<file path="config.mk">
export PLATFORM = sky130hd
export DESIGN_NAME = cdc_handshake_rx_flat
export DESIGN_NICKNAME = d
export VERILOG_FILES = /design/src/rtl/cdc_handshake_rx_if.sv /design/src/rtl/cdc_handshake_rx.sv /design/src/flat_wrapper.sv
export SDC_FILE = /design/constraint.sdc
export NUM_CORES = 1
export LEC_CHECK = 0
export ABC_CLOCK_PERIOD_IN_PS = 1800
export BUFFER_PORTS_ARGS = -buffer_cell sky130_fd_sc_hd__buf_2
export CAP_MARGIN = 20
export CORE_ASPECT_RATIO = 1.1
export CORE_MARGIN = 4
export CORE_UTILIZATION = 43
export DETAILED_ROUTE_END_ITERATION = 8
export GPL_TIMING_DRIVEN = 0
export PLACE_DENSITY = 0.72
export SLEW_MARGIN = 40
export SYNTH_ARGS = -nofsm -noshare
export SYNTH_HDL_FRONTEND = slang
export SYNTH_SLANG_ARGS = --single-unit
</file>
<file path="constraint.sdc">
create_clock -name clk -period 1.8 [get_ports clk]
set_clock_uncertainty 0.15 [all_clocks]
set_input_delay 0.09 -clock clk [delete_from_list [all_inputs] [get_ports clk]]
set_output_delay 0.09 -clock clk [all_outputs]
set_load 0.01 [all_outputs]
</file>
<file path="src/rtl/cdc_handshake_rx_if.sv">
// Handshake/bus bundle between a toggle-CDC source synchronizer and cdc_handshake_rx.
// master = upstream/downstream environment side, slave = the receive controller.
interface cdc_handshake_rx_if #(
  parameter int DATA_WIDTH = 8
);
  logic                  req_tog_sync;
  logic [DATA_WIDTH-1:0] data_sync;
  logic [DATA_WIDTH-1:0] out_data;
  logic                  out_valid;
  logic                  out_ready;
  logic                  ack_tog;
  logic                  busy;
  logic                  overrun;

  modport master (
    output req_tog_sync, data_sync, out_ready,
    input  out_data, out_valid, ack_tog, busy, overrun
  );

  modport slave (
    input  req_tog_sync, data_sync, out_ready,
    output out_data, out_valid, ack_tog, busy, overrun
  );
endinterface

</file>
<file path="src/rtl/cdc_handshake_rx.sv">
// Destination-side controller for a toggle-handshake CDC: detect toggle, settle, present, ack.
// Optional sticky protocol-violation flag enabled by defining CDC_HS_RX_OVERRUN_EN.
module cdc_handshake_rx #(
  parameter int DATA_WIDTH    = 8,
  parameter int SETTLE_CYCLES = 2
) (
  input  logic               clk,
  input  logic               rst_n,
  cdc_handshake_rx_if.slave  hs
);

  if (SETTLE_CYCLES < 1) begin : g_bad_settle
    $error("cdc_handshake_rx: SETTLE_CYCLES must be >= 1");
  end

  localparam int CNT_W = (SETTLE_CYCLES < 1) ? 1 : $clog2(SETTLE_CYCLES + 1);

  typedef enum logic [1:0] {
    IDLE   = 2'd0,
    SETTLE = 2'd1,
    HOLD   = 2'd2
  } state_t;

  state_t                state_q, state_d;
  logic                  req_prev_q, req_prev_d;
  logic [CNT_W-1:0]      cnt_q, cnt_d;
  logic [DATA_WIDTH-1:0] out_data_q, out_data_d;
  logic                  out_valid_q, out_valid_d;
  logic                  ack_tog_q, ack_tog_d;
  logic                  busy_q;
  logic                  req_edge;

  // A level difference against the last serviced level is a new request.
  assign req_edge = hs.req_tog_sync ^ req_prev_q;

  always_comb begin
    // NOTE: every always_comb output gets a default first so no path can infer a latch.
    state_d     = state_q;
    req_prev_d  = req_prev_q;
    cnt_d       = cnt_q;
    out_data_d  = out_data_q;
    out_valid_d = out_valid_q;
    ack_tog_d   = ack_tog_q;

    unique case (state_q)
      IDLE: begin
        if (req_edge) begin
          req_prev_d = hs.req_tog_sync;
          cnt_d      = CNT_W'(SETTLE_CYCLES - 1);
          state_d    = SETTLE;
        end
      end
      SETTLE: begin
        if (cnt_q != '0) begin
          cnt_d = cnt_q - 1'b1;
        end else begin
          out_data_d  = hs.data_sync;
          out_valid_d = 1'b1;
          state_d     = HOLD;
        end
      end
      HOLD: begin
        if (out_valid_q && hs.out_ready) begin
          out_valid_d = 1'b0;
          ack_tog_d   = ~ack_tog_q;
          state_d     = IDLE;
        end
      end
      default: state_d = IDLE;
    endcase
  end

  always_ff @(posedge clk) begin
    // NOTE: reset is synchronous (sampled on the clock edge) and all state uses non-blocking assignments.
    if (!rst_n) begin
      state_q     <= IDLE;
      req_prev_q  <= 1'b0;
      cnt_q       <= '0;
      out_data_q  <= '0;
      out_valid_q <= 1'b0;
      ack_tog_q   <= 1'b0;
      busy_q      <= 1'b0;
    end else begin
      state_q     <= state_d;
      req_prev_q  <= req_prev_d;
      cnt_q       <= cnt_d;
      out_data_q  <= out_data_d;
      out_valid_q <= out_valid_d;
      ack_tog_q   <= ack_tog_d;
      busy_q      <= (state_d != IDLE);
    end
  end

`ifdef CDC_HS_RX_OVERRUN_EN
  logic overrun_q;

  // A toggle while a word is in flight means the source broke the handshake.
  always_ff @(posedge clk) begin
    if (!rst_n) begin
      overrun_q <= 1'b0;
    end else if ((state_q != IDLE) && req_edge) begin
      overrun_q <= 1'b1;
    end
  end

  assign hs.overrun = overrun_q;
`else
  assign hs.overrun = 1'b0;
`endif

  assign hs.out_data  = out_data_q;
  assign hs.out_valid = out_valid_q;
  assign hs.ack_tog   = ack_tog_q;
  assign hs.busy      = busy_q;

endmodule

</file>
<file path="src/flat_wrapper.sv">
// flat-port wrapper written by rule: the top's interface ports become plain ports
module cdc_handshake_rx_flat 
#(
  parameter int DATA_WIDTH    = 8,
  parameter int SETTLE_CYCLES = 2
)
  (clk, rst_n, hs_req_tog_sync, hs_data_sync, hs_out_ready, hs_out_data, hs_out_valid, hs_ack_tog, hs_busy, hs_overrun);
  cdc_handshake_rx_if #(.DATA_WIDTH(DATA_WIDTH)) hs_i ();
  input  logic clk;
  input  logic rst_n;
  input wire logic [$bits(hs_i.req_tog_sync)-1:0] hs_req_tog_sync;
  input wire logic [$bits(hs_i.data_sync)-1:0] hs_data_sync;
  input wire logic [$bits(hs_i.out_ready)-1:0] hs_out_ready;
  output wire logic [$bits(hs_i.out_data)-1:0] hs_out_data;
  output wire logic [$bits(hs_i.out_valid)-1:0] hs_out_valid;
  output wire logic [$bits(hs_i.ack_tog)-1:0] hs_ack_tog;
  output wire logic [$bits(hs_i.busy)-1:0] hs_busy;
  output wire logic [$bits(hs_i.overrun)-1:0] hs_overrun;
  assign hs_i.req_tog_sync = hs_req_tog_sync;
  assign hs_i.data_sync = hs_data_sync;
  assign hs_i.out_ready = hs_out_ready;
  assign hs_out_data = hs_i.out_data;
  assign hs_out_valid = hs_i.out_valid;
  assign hs_ack_tog = hs_i.ack_tog;
  assign hs_busy = hs_i.busy;
  assign hs_overrun = hs_i.overrun;
  cdc_handshake_rx #(.DATA_WIDTH(DATA_WIDTH), .SETTLE_CYCLES(SETTLE_CYCLES)) u_core (.clk(clk), .rst_n(rst_n), .hs(hs_i));
endmodule
</file>
==> metrics.md <==
| Metric | Value |
|---|---|
| Worst-Skew Late Latency | 0.30 ns |
| Congestion Overflow GR | 0 |
| Die width | 49.1 um |
| Req. time, crit path | 1.84 ns |
| Clock transition at path regs | 0.11 ns |
| Worst r2r src | u_core.state_q[1] |
| First-pass GRT wire length | 2820 um |
| Routability congestion estimate | 0.784 |
| Synth unique cells | 31 |
| Unrepaired setup endpoints after global routing | no |
| VDD IR max | 0.622 mV |
| P_int | 0.000873 W |
| Final period util | 0.898 |
| Synth Area in XOR/XNOR | 0.0329 |
| Via count | roughly 730 |
| HP Start | hs_out_ready |
| Rows | 16 |
| Critical path endpoint category | register |
| Fillers | 152 |
| Synth Instances | 90 |
| End of the worst hold path | u_core.hs.out_valid |
| Combinational power share | 0.465 |
| Number of synthesized register bits | 16 |
| Final core occ | 0.599 |
| CTS H-tree lvls | 1 |
| DIE HEIGHT | around 53 um |
| FMAX | 619 MHz |
| Pin count of the biggest net entering global routing | 11 |
| Clk sinks | 16 |
| Initial antenna violation count | 0 |
| DRC | 0 |
| Max Cap Viol | 0 |
| R2R cell count | 7 |
| Met2 usage | 0.246 |
| Antenna cells | 0 |
| Port Buffers | 22 |
| Worst Hold Class | in -> reg |
| Post-route ant nets | 0 |
| Worst Hold Depth | 3 |
| PwrDens | 1350 nW/um^2 |
| Syn Nets | 108 |
| Max Root-Sink Buffers | 2 |
| Startpoint types | register |
| Post-synth EDFFs | 0 |
| Status | finished clean |
| Crit path max fanout | 9 |
| Largest family of logic cells by synthesized area | compound AO/OA/AOI/OAI gates |
| Yosys warns | 0 |
| Worst R2R Setup Slack | 0.18 ns |
| Mean Syn Cell Area | slightly below 9 um^2 |
| Critical path depth in cells | 7 |
| 1st-iter DRT viols | 19 |
| Slew Viols, Final | 0 |
| Clock power share | 0.175 |
| Final setup fails | 0 |
| WL/cell | 13.0 um |
| Busiest grt layer | met2 |
| Seq/Total Area, Yosys | 0.401 |
| Main synth FF type | dfxtp_1 |
| TNS Setup | 0 ns |
| Syn Std Cell Area | 798 um^2 |
| Synth async-reset ratio | 0 |
| WS Path Type | reg -> reg |
| Area delta synth->final | 33.7% |
| Post-Route WL | 1870 um |
| Most frequent cells in the layout | buf_2, nand2_1, dfxtp_1 |
| Layout cell share with drive strength beyond 1 | 0.246 |
| Hold Fails Final Rpt | 0 |
| Reg-to-reg endpoint | u_core.hs.busy |
| Crit-path max cell delay | 0.40 ns |
| Sw Ratio | 0.394 |
| CTS Buf Count | 3 |
| Minimum clock period | around 1.6 ns |
| Initial Util | 0.448 |
| Core area | 1780 um^2 |
| Die area | approximately 2600 um^2 |
| Slowest-stage cell, CP | dfxtp_1 |
| Sequential power share | 0.361 |
| Initial DRT Pass Iterations | 4 |
| GR Util met1 | 0.171 |
| Clock Tree Root | clkbuf_4 |
| CTS tree | built |
| Via density | 5.06 |
| Post-Synth Adder-Cell Area | 0.0940 |
| Crit path cell chain | inv_1 > ha_1 > buf_6 > and2_1 > buf_2 > o21ai_1 > o22ai_1 |
| Hold slack | 0.0290 ns |
| Final HPWL DP | around 1200 um |
| GRT Overall Usage | 0.146 |
| Data arrival, critical path | roughly 1.7 ns |
| WP buf/inv | 3 |
| Multiplexer share of the synthesized area | 0.0251 |
| Commonest non-fill, non-tap cell in the layout | buf_2 |
| # IOs | 24 |
| Pleak | 0.485 nW |
| Nets | around 150 |
| Post-synthesis compound-gate area fraction | 0.193 |
| Simple-gate area share of the yosys netlist | 0.185 |
| Sw Pwr | 0.000569 W |
| Hold_buf cts | 10 |
| Crit-path leading delay family | flip-flops |
| Setup Buffers After CTS | 0 |
| Post-CTS sizing | 0 |
| Vias in the first global route | 660 |
| Grt met3 use | 0.0338 |
==> stage by stage <==
step / power [W] / area (um^2) / std cells / setup slack, ns
after floorplan: 0.00100 / 798 / 90 / 0.319
after global placement: 0.00115 / 931 / 130 / 0.219
after detailed placement: 0.00117 / 931 / 130 / 0.203
after CTS: 0.00144 / 1070 / 144 / 0.192
after global routing: 0.00154 / 1070 / 144 / 0.0795
final: 0.00144 / 1070 / 144 / 0.184
==> registers in the layout, indices dropped and copies added (netlist names) <==
register and cells:
u_core.state_q 2, u_core.req_prev_q 1, u_core.hs.out_data 8, u_core.hs.busy 1
u_core.cnt_q 2, u_core.hs.ack_tog 1, u_core.hs.out_valid 1
==> worst max-delay path by stage <==
stage	startpoint	to	slack, ns
6_report	u_core.state_q[1]	u_core.hs.busy	0.18
5_1_grt	u_core.cnt_q[0]	u_core.hs.busy	0.08
4_1_cts	u_core.state_q[1]	u_core.hs.busy	0.19
3_5_place_dp	u_core.state_q[1]	u_core.hs.busy	0.20
3_3_place_gp	u_core.state_q[1]	u_core.hs.busy	0.22
2_1_floorplan	u_core.state_q[1]	u_core.hs.busy	0.32
==> per-layer routing <==
metal  wire length [um]  vias up
met3                 57        4
met4                 25        0
li1                   -      371
met1                832      342
met5                  0        -
met2                949       11
==> worst reg2reg max path: cells and delay by family (launching register included) <==
family                     cells  cell delay [ns]
AOI/OAI and AO/OA              2             0.25
adders and majority gates      1             0.19
buffers and inverters          3             0.38
DFF                            1             0.40
and+or+nand+nor                1             0.12
==> synthesized netlist by cell type (2+ instances only) <==
cell type  instances  area, um^2
nand2_1           18        67.6
dfxtp_1           16         320
a21boi_1          10        75.1
ha_1               6        75.1
inv_1              5        18.8
a211oi_1           3        22.5
nor2b_1            3        18.8
and2_1             2        12.5
buf_2              2        10.0
mux2i_1            2        20.0
nor2_1             2        7.51
xnor2_1            2        17.5
==> logic make-up (layout without fill, tap and decap cells) <==
kind of cell,after synthesis,count (layout)
buffers and inverters,10,46
multiplexers,2,2
AO/OA/AOI/OAI,21,21
adder cells (fa/ha/maj),6,6
XOR/XNOR,3,3
AND/OR/NAND/NOR,31,31
flip-flops,16,16
other,1,1
==> cell type report <==
cell class                      instances  area, um^2  area share
Clock buffer                            4        36.3      0.0340
Timing Repair Buffer                   32         210       0.197
Buffer                                  5        32.5      0.0305
Tap cell                               18        22.5      0.0211
Inverter                                5        18.8      0.0176
Multi-Input combinational cell         64         427       0.400
Sequential cell                        16         320       0.300
==> power groups by stage <==
stage / sequential (W) / combinational, W / clock (W)
4_1_cts: 0.000520 / 0.000666 / 0.000252
5_1_grt: 0.000534 / 0.000746 / 0.000261
3_3_place_gp: 0.000521 / 0.000630 / 0
2_1_floorplan: 0.000548 / 0.000452 / 0
6_report: 0.000520 / 0.000670 / 0.000252
3_5_place_dp: 0.000527 / 0.000647 / 0
No activity file was read; power rests on OpenSTA's default activity.
